File: src/rtl/conv_mac_pkg.sv
// Shared types and arithmetic helpers for the conv_mac_unit MAC datapath.
package conv_mac_pkg;

    typedef enum logic [1:0] {
        ST_IDLE  = 2'd0,
        ST_ACCUM = 2'd1,
        ST_DRAIN = 2'd2,
        ST_DONE  = 2'd3
    } state_t;

    // Wide enough to hold any accumulator this unit can be configured with.
    localparam int SAT_W = 128;

    function automatic int clog2(input int value);
        int result;
        int v;
        result = 0;
        v      = value - 1;
        while (v > 0) begin
            result = result + 1;
            v      = v >> 1;
        end
        return result;
    endfunction

    function automatic logic signed [SAT_W-1:0] round_const(input int frac_bits);
        return SAT_W'(1) <<< (frac_bits - 1);
    endfunction

    function automatic logic signed [SAT_W-1:0] saturate(input logic signed [SAT_W-1:0] value,
                                                         input int out_width);
        logic signed [SAT_W-1:0] hi;
        logic signed [SAT_W-1:0] lo;
        hi = (SAT_W'(1) <<< (out_width - 1)) - SAT_W'(1);
        lo = -hi - SAT_W'(1);
        if (value > hi) return hi;
        if (value < lo) return lo;
        return value;
    endfunction

endpackage

File: src/rtl/conv_mac_unit_mult.sv
// One registered signed multiplier lane with its valid bit.
module mac_lane_mult
    import conv_mac_pkg::*;
#(
    parameter int DATA_WIDTH = 16
) (
    input  logic                           clk,
    input  logic                           rst,
    input  logic                           i_valid,
    input  logic signed [DATA_WIDTH-1:0]   i_a,
    input  logic signed [DATA_WIDTH-1:0]   i_b,
    output logic                           o_valid,
    output logic signed [2*DATA_WIDTH-1:0] o_prod
);

    logic                           r_valid;
    logic signed [2*DATA_WIDTH-1:0] r_prod;

    // NOTE: sequential state is always written with <= so every register samples pre-edge values.
    always_ff @(posedge clk) begin
        if (rst) r_valid <= 1'b0;
        else     r_valid <= i_valid;
    end

    // NOTE: datapath registers carry no reset; only the valid bit decides whether they are consumed.
    always_ff @(posedge clk) begin
        r_prod <= i_a * i_b;
    end

    assign o_valid = r_valid;
    assign o_prod  = r_prod;

endmodule

File: src/rtl/conv_mac_unit.sv
// Pipelined multi-lane fixed-point MAC with rounded, saturated output.
// Build option: define CONV_MAC_RELU_EN to clamp negative results to zero.
module conv_mac_unit
    import conv_mac_pkg::*;
#(
    parameter int DATA_WIDTH      = 16,
    parameter int FRACTIONAL_BITS = 8,
    parameter int LANES           = 5,
    parameter int MAX_TAPS        = 32,
    parameter int ACC_WIDTH       = 40
) (
    input  logic                                 clk,
    input  logic                                 rst,
    input  logic [clog2(MAX_TAPS+1)-1:0]         cfg_taps,
    input  logic                                 in_valid,
    output logic                                 in_ready,
    input  logic [LANES*DATA_WIDTH-1:0]          in_data,
    input  logic [LANES*DATA_WIDTH-1:0]          in_weight,
    output logic                                 out_valid,
    input  logic                                 out_ready,
    output logic [DATA_WIDTH-1:0]                out_data,
    output logic                                 busy
);

    localparam int CNT_W  = clog2(MAX_TAPS + 1);
    localparam int PROD_W = 2 * DATA_WIDTH;
    localparam int RND_W  = ACC_WIDTH + 1;

    state_t                 r_state;
    logic [CNT_W-1:0]       r_taps;
    logic [CNT_W-1:0]       r_count;
    logic [CNT_W-1:0]       w_taps_eff;
    logic [CNT_W-1:0]       w_count_next;
    logic                   w_accept;
    logic                   w_last;

    assign in_ready     = (r_state == ST_IDLE) || (r_state == ST_ACCUM);
    assign busy         = (r_state != ST_IDLE);
    assign w_accept     = in_valid && in_ready;
    assign w_count_next = r_count + CNT_W'(1);

    // NOTE: every always_comb output gets a default first so no path can infer a latch.
    always_comb begin
        w_taps_eff = cfg_taps;
        if (cfg_taps == '0)                     w_taps_eff = CNT_W'(1);
        else if (cfg_taps > CNT_W'(MAX_TAPS))   w_taps_eff = CNT_W'(MAX_TAPS);
    end

    assign w_last = (r_state == ST_IDLE) ? (w_taps_eff == CNT_W'(1)) : (w_count_next == r_taps);

    logic                       r_s1_first, r_s1_last;
    logic                       r_s2_valid, r_s2_first, r_s2_last;
    logic                       r_s3_valid, r_s3_last;
    logic [LANES-1:0]           w_lane_valid;
    logic                       w_s1_valid;
    logic signed [PROD_W-1:0]   w_prod [LANES];
    logic signed [ACC_WIDTH-1:0] w_lane_sum;
    logic signed [ACC_WIDTH-1:0] r_s2_sum;
    logic signed [ACC_WIDTH-1:0] r_acc;

    always_ff @(posedge clk) begin
        if (rst) begin
            r_state <= ST_IDLE;
            r_taps  <= '0;
            r_count <= '0;
        end else begin
            case (r_state)
                ST_IDLE: if (w_accept) begin
                    r_taps  <= w_taps_eff;
                    r_count <= CNT_W'(1);
                    r_state <= w_last ? ST_DRAIN : ST_ACCUM;
                end
                ST_ACCUM: if (w_accept) begin
                    r_count <= w_count_next;
                    if (w_last) r_state <= ST_DRAIN;
                end
                ST_DRAIN: if (r_s3_valid && r_s3_last) r_state <= ST_DONE;
                ST_DONE:  if (out_ready) r_state <= ST_IDLE;
                default:  r_state <= ST_IDLE;
            endcase
        end
    end

    generate
        for (genvar g = 0; g < LANES; g++) begin : g_lane
            mac_lane_mult #(.DATA_WIDTH(DATA_WIDTH)) u_mult (
                .clk     (clk),
                .rst     (rst),
                .i_valid (w_accept),
                .i_a     (in_data[g*DATA_WIDTH +: DATA_WIDTH]),
                .i_b     (in_weight[g*DATA_WIDTH +: DATA_WIDTH]),
                .o_valid (w_lane_valid[g]),
                .o_prod  (w_prod[g])
            );
        end
    endgenerate

    assign w_s1_valid = &w_lane_valid;

    // Lane products are sign-extended to the accumulator width before summing, so nothing is truncated.
    always_comb begin
        w_lane_sum = '0;
        for (int i = 0; i < LANES; i++) begin
            w_lane_sum = w_lane_sum + ACC_WIDTH'(w_prod[i]);
        end
    end

    always_ff @(posedge clk) begin
        if (rst) begin
            r_s1_first <= 1'b0;
            r_s1_last  <= 1'b0;
            r_s2_valid <= 1'b0;
            r_s2_first <= 1'b0;
            r_s2_last  <= 1'b0;
            r_s3_valid <= 1'b0;
            r_s3_last  <= 1'b0;
            r_acc      <= '0;
        end else begin
            r_s1_first <= w_accept && (r_state == ST_IDLE);
            r_s1_last  <= w_accept && w_last;
            r_s2_valid <= w_s1_valid;
            r_s2_first <= w_s1_valid && r_s1_first;
            r_s2_last  <= w_s1_valid && r_s1_last;
            r_s3_valid <= r_s2_valid;
            r_s3_last  <= r_s2_valid && r_s2_last;
            if (r_s2_valid) r_acc <= r_s2_first ? r_s2_sum : r_acc + r_s2_sum;
        end
    end

    always_ff @(posedge clk) begin
        r_s2_sum <= w_lane_sum;
    end

    logic signed [RND_W-1:0]      w_rounded;
    logic signed [RND_W-1:0]      w_shifted;
    logic signed [DATA_WIDTH-1:0] w_sat;
    logic [DATA_WIDTH-1:0]        w_result;
    logic                         r_out_valid;
    logic [DATA_WIDTH-1:0]        r_out_data;

    assign w_rounded = RND_W'(r_acc) + RND_W'(round_const(FRACTIONAL_BITS));
    assign w_shifted = w_rounded >>> FRACTIONAL_BITS;
    assign w_sat     = DATA_WIDTH'(saturate(SAT_W'(w_shifted), DATA_WIDTH));

`ifdef CONV_MAC_RELU_EN
    assign w_result = w_sat[DATA_WIDTH-1] ? '0 : w_sat;
`else
    assign w_result = w_sat;
`endif

    always_ff @(posedge clk) begin
        if (rst) begin
            r_out_valid <= 1'b0;
            r_out_data  <= '0;
        end else if (r_s3_valid && r_s3_last) begin
            r_out_valid <= 1'b1;
            r_out_data  <= w_result;
        end else if (r_out_valid && out_ready) begin
            r_out_valid <= 1'b0;
        end
    end

    assign out_valid = r_out_valid;
    assign out_data  = r_out_data;

endmodule

File: config.mk
export PLATFORM = sky130hd
export DESIGN_NAME = conv_mac_unit
export DESIGN_NICKNAME = d
export VERILOG_FILES = /design/src/rtl/conv_mac_pkg.sv /design/src/rtl/conv_mac_unit_mult.sv /design/src/rtl/conv_mac_unit.sv
export SDC_FILE = /design/constraint.sdc
export NUM_CORES = 2
export LEC_CHECK = 0
export ABC_AREA = 0
export CAP_MARGIN = 20
export CELL_PAD_IN_SITES_DETAIL_PLACEMENT = 0
export CELL_PAD_IN_SITES_GLOBAL_PLACEMENT = 1
export CORE_UTILIZATION = 46
export CTS_CLUSTER_SIZE = 30
export DETAILED_ROUTE_END_ITERATION = 10
export HOLD_SLACK_MARGIN = 0.12
export PLACE_DENSITY_LB_ADDON = 0.1
export SYNTH_ARGS = -nofsm -noshare
export SYNTH_HDL_FRONTEND = slang
export SYNTH_SLANG_ARGS = --single-unit
export TNS_END_PERCENT = 20
File: constraint.sdc
create_clock -name clk -period 7.7 [get_ports clk]
set_input_delay 1.54 -clock clk [delete_from_list [all_inputs] [get_ports clk]]
set_output_delay 1.54 -clock clk [all_outputs]
set_load 0.1 [all_outputs]
==> metrics.yaml <==
sta:
  worst_pin_slew_ps: 1060
  finClkSkew_ps: 34.1
  rsz0062_at_grt: "false"
  fin_crit_ps: 7450
  period_share_pct: 96.7
  slew-limit-headroom_pct: 29.4
  fmax_mhz: 134
  hold_ws_ps: 425
  maxSlewViolCount: 0
  finalHoldViolCount: 0
  final-setup-viol-count: 0
cts:
  ctsHtreeMaxLevel: 2
  clk_latency_ps: 560
  clock_tree.buffer_depth: 3
  clkTransAtPathRegs_ps: 60
  cts_hold_buf: 0
  cts-root-buf: "clkbuf_16"
  numCtsBuffers: 36
  clock-sinks: 275
  cts_tree: "done"
routing:
  drtPass1Iterations: 8
  routed_wl_mm: 156
  dr.first_iter.drc_count: 2163
  via_per_inst: 4.94
  vias: 44800
  routedWlPerCell_um: 17.2
  drc: 40
  ant_nets: 0
yosys:
  ys.flop_type: "dfxtp_1"
  synth_cells: 6645
  syn_area_mm2: 0.0620
  async_reset_ff_share_pct: 0
  yosysWarnings: 0
  synth_edf_count: 0
  synth.top_cell.area_share_pct: 45.5
  synth.net_count: 8715
  synth_area_per_cell_um2: 9.33
  netlist.top_cell.by_area: "fa_1"
  seq_area_frac_synth_pct: 8.88
  yosysMostFrequentCell: "inv_1"
  synth_common_cells: "inv_1, fa_1, nand2_1"
  ys_ff_latch: 275
  synth.distinct_cells: 81
  synth_area_leaders: "fa_1, ha_1, inv_1, dfxtp_1, and2_1"
worst_setup_path:
  worstPathArrival_ps: 7940
  cp_common_cell: "fa_1"
  worstSetupEndpointType: "flop"
  reg2reg_from: "g_lane[0].u_mult.o_prod[1]"
  regToRegSetupSlack_ps: 2310
  startpoint: "in_weight[18]"
  start_kind: "primary input"
  worstPathMaxFanout: 5
  slowest_stage: "fa_1"
  r2r_cells: 19
  worstReg2RegEnd: "r_s2_sum[35]"
  worstSetupPathType: "in2reg"
  crit_required_ps: 8190
  path_cells: "clkdlybuf4s50_1 -> buf_4 -> and2_1 -> fa_1 -> inv_1 -> fa_1 -> fa_1 -> inv_1 -> fa_1 -> fa_1 -> inv_1 -> fa_1 -> inv_1 -> ha_1 -> a21o_1 -> a21o_1 -> a21oi_2 -> o21ai_0 -> a31o_1 -> a211o_1 -> a2111o_1 -> a31o_1 -> a21oi_1 -> xnor2_1"
  critical-path-max-stage-delay_ps: 530
placement:
  gp_congestion: 0.880
  io_buffers: 188
  hpwl_mm: 140
die:
  fp-row-count: 134
  dieArea_mm2: 0.136
  start_util_pct: 46.4
  die_height_um: 369
  die_w_um: 369
  ios: 189
  coreArea_mm2: 0.134
layout:
  area_growth_pct: 14.9
  utilization_pct: 53.3
  nNetsFinal: 9348
  layout-drive-gt1-share_pct: 9.59
min_path:
  hp-start: "r_s2_last"
  holdPathEnd: "r_s3_last"
  holdPathStages: 1
  hp-class: "reg2reg"
job:
  drv_cap: 0
grt:
  track_usage_pct: 24.1
  grt_overflow: 0
  antenna_found_initial: 2
  grt_pass1_wl_mm: 262
  grt_pass1_vias: 48700
  grt_max_degree: 77
run_status:
  outcome: "finished, violations left"
  violations: "DRC"
-- worst max path at each step --
stage	cells after the start	to	slack, ps
3_3_place_gp	24	g_lane[1].u_mult.o_prod[31]	-320
3_5_place_dp	25	g_lane[1].u_mult.o_prod[31]	-340
2_1_floorplan	21	g_lane[1].u_mult.o_prod[31]	240
6_report	24	g_lane[1].u_mult.o_prod[31]	250
4_1_cts	23	g_lane[4].u_mult.o_prod[31]	210
5_1_grt	24	g_lane[1].u_mult.o_prod[31]	0.2
-- per-stage QoR --
step	area (µm²)	setup TNS [ps]	std cells	setup slack (ps)
floorplan	62000	0	6645	243
global placement	70000	-3820	9008	-325
detailed placement	70000	-5360	9008	-338
CTS	71200	0	9069	209
global route	71200	0	9070	0.161
finish	71200	0	9072	251
-- critical path: cells and delay by family --
kind            cells  cell delay, ps
buf+inv             6             920
simple gates        1             150
xor+xnor            1             130
compound gates      9            1900
fa+ha+maj           7            3280
-- state kept, by name (all words and copies together), names as in the netlist --
name and count:
r_state 2, out_data 16, r_taps 6, r_s2_first 1, r_s3_last 1, g_lane.u_mult.o_valid 1
r_s2_last 1, r_count 6, r_s1_first 1, r_s3_valid 1, r_s1_last 1, r_s2_valid 1
r_s2_sum 36, out_valid 1, g_lane.u_mult.o_prod 160, r_acc 40
-- cells in the final DEF (no fill, tap or decap), types with 26 or more instances in the layout --
master and instances:
o21ai_0 86, nor2_1 249, inv_1 1493, a211oi_1 36, o21a_1 42, xor2_1 69
o21bai_1 26, xnor2_1 200, fa_1 1409, nand2_1 739, a21o_1 101, and2_1 617
a21oi_1 167, nand2b_1 55, ha_1 491, buf_4 593, clkdlybuf4s50_1 185, nand3_1 55
dfxtp_1 273, clkbuf_16 36, nor3_1 43
-- area by class of cell --
cell class / count / area, µm²
multi-input cells: 4678 / 50100
well taps: 1768 / 2210
inverters: 1494 / 5610
repair buffers: 793 / 6570
fillers: 12500 / 62400
clock buffers: 44 / 971
clock inverters: 17 / 191
diodes: 3 / 7.51
flip-flops and latches: 275 / 5510
-- cell families (layout without fill, tap and decap cells) --
family / after synthesis / in the layout / share of synthesized area [%]
compound gates: 619 / 619 / 6.48
xor+xnor: 269 / 269 / 3.80
fa+ha+maj: 1900 / 1900 / 55.4
buf+inv: 1692 / 2348 / 10.3
flops: 275 / 275 / 8.88
mux: 9 / 9 / 0.147
other cells: 0 / 3 / 0
simple gates: 1881 / 1881 / 15.0
-- layer usage --
metal  GRT usage (%)  share of wire (%)  vias to the layer above
li1                -                  -                    21200
met1            34.9                 47                    22900
met2            40.6                 48                      650
met3            1.57                3.0                      101
met4            3.46                1.3                        0
met5               0                  0                        -
-- timing repair --
item                       in CTS  in global routing
setup buffers                   0                  0
setup endpoints to repair       0                  6
hold endpoints to repair        0                  0
gates resized for setup         0                  6
Power is not shown: default switching activity piles up to over one toggle a cycle in this logic, so the estimate is an artifact.
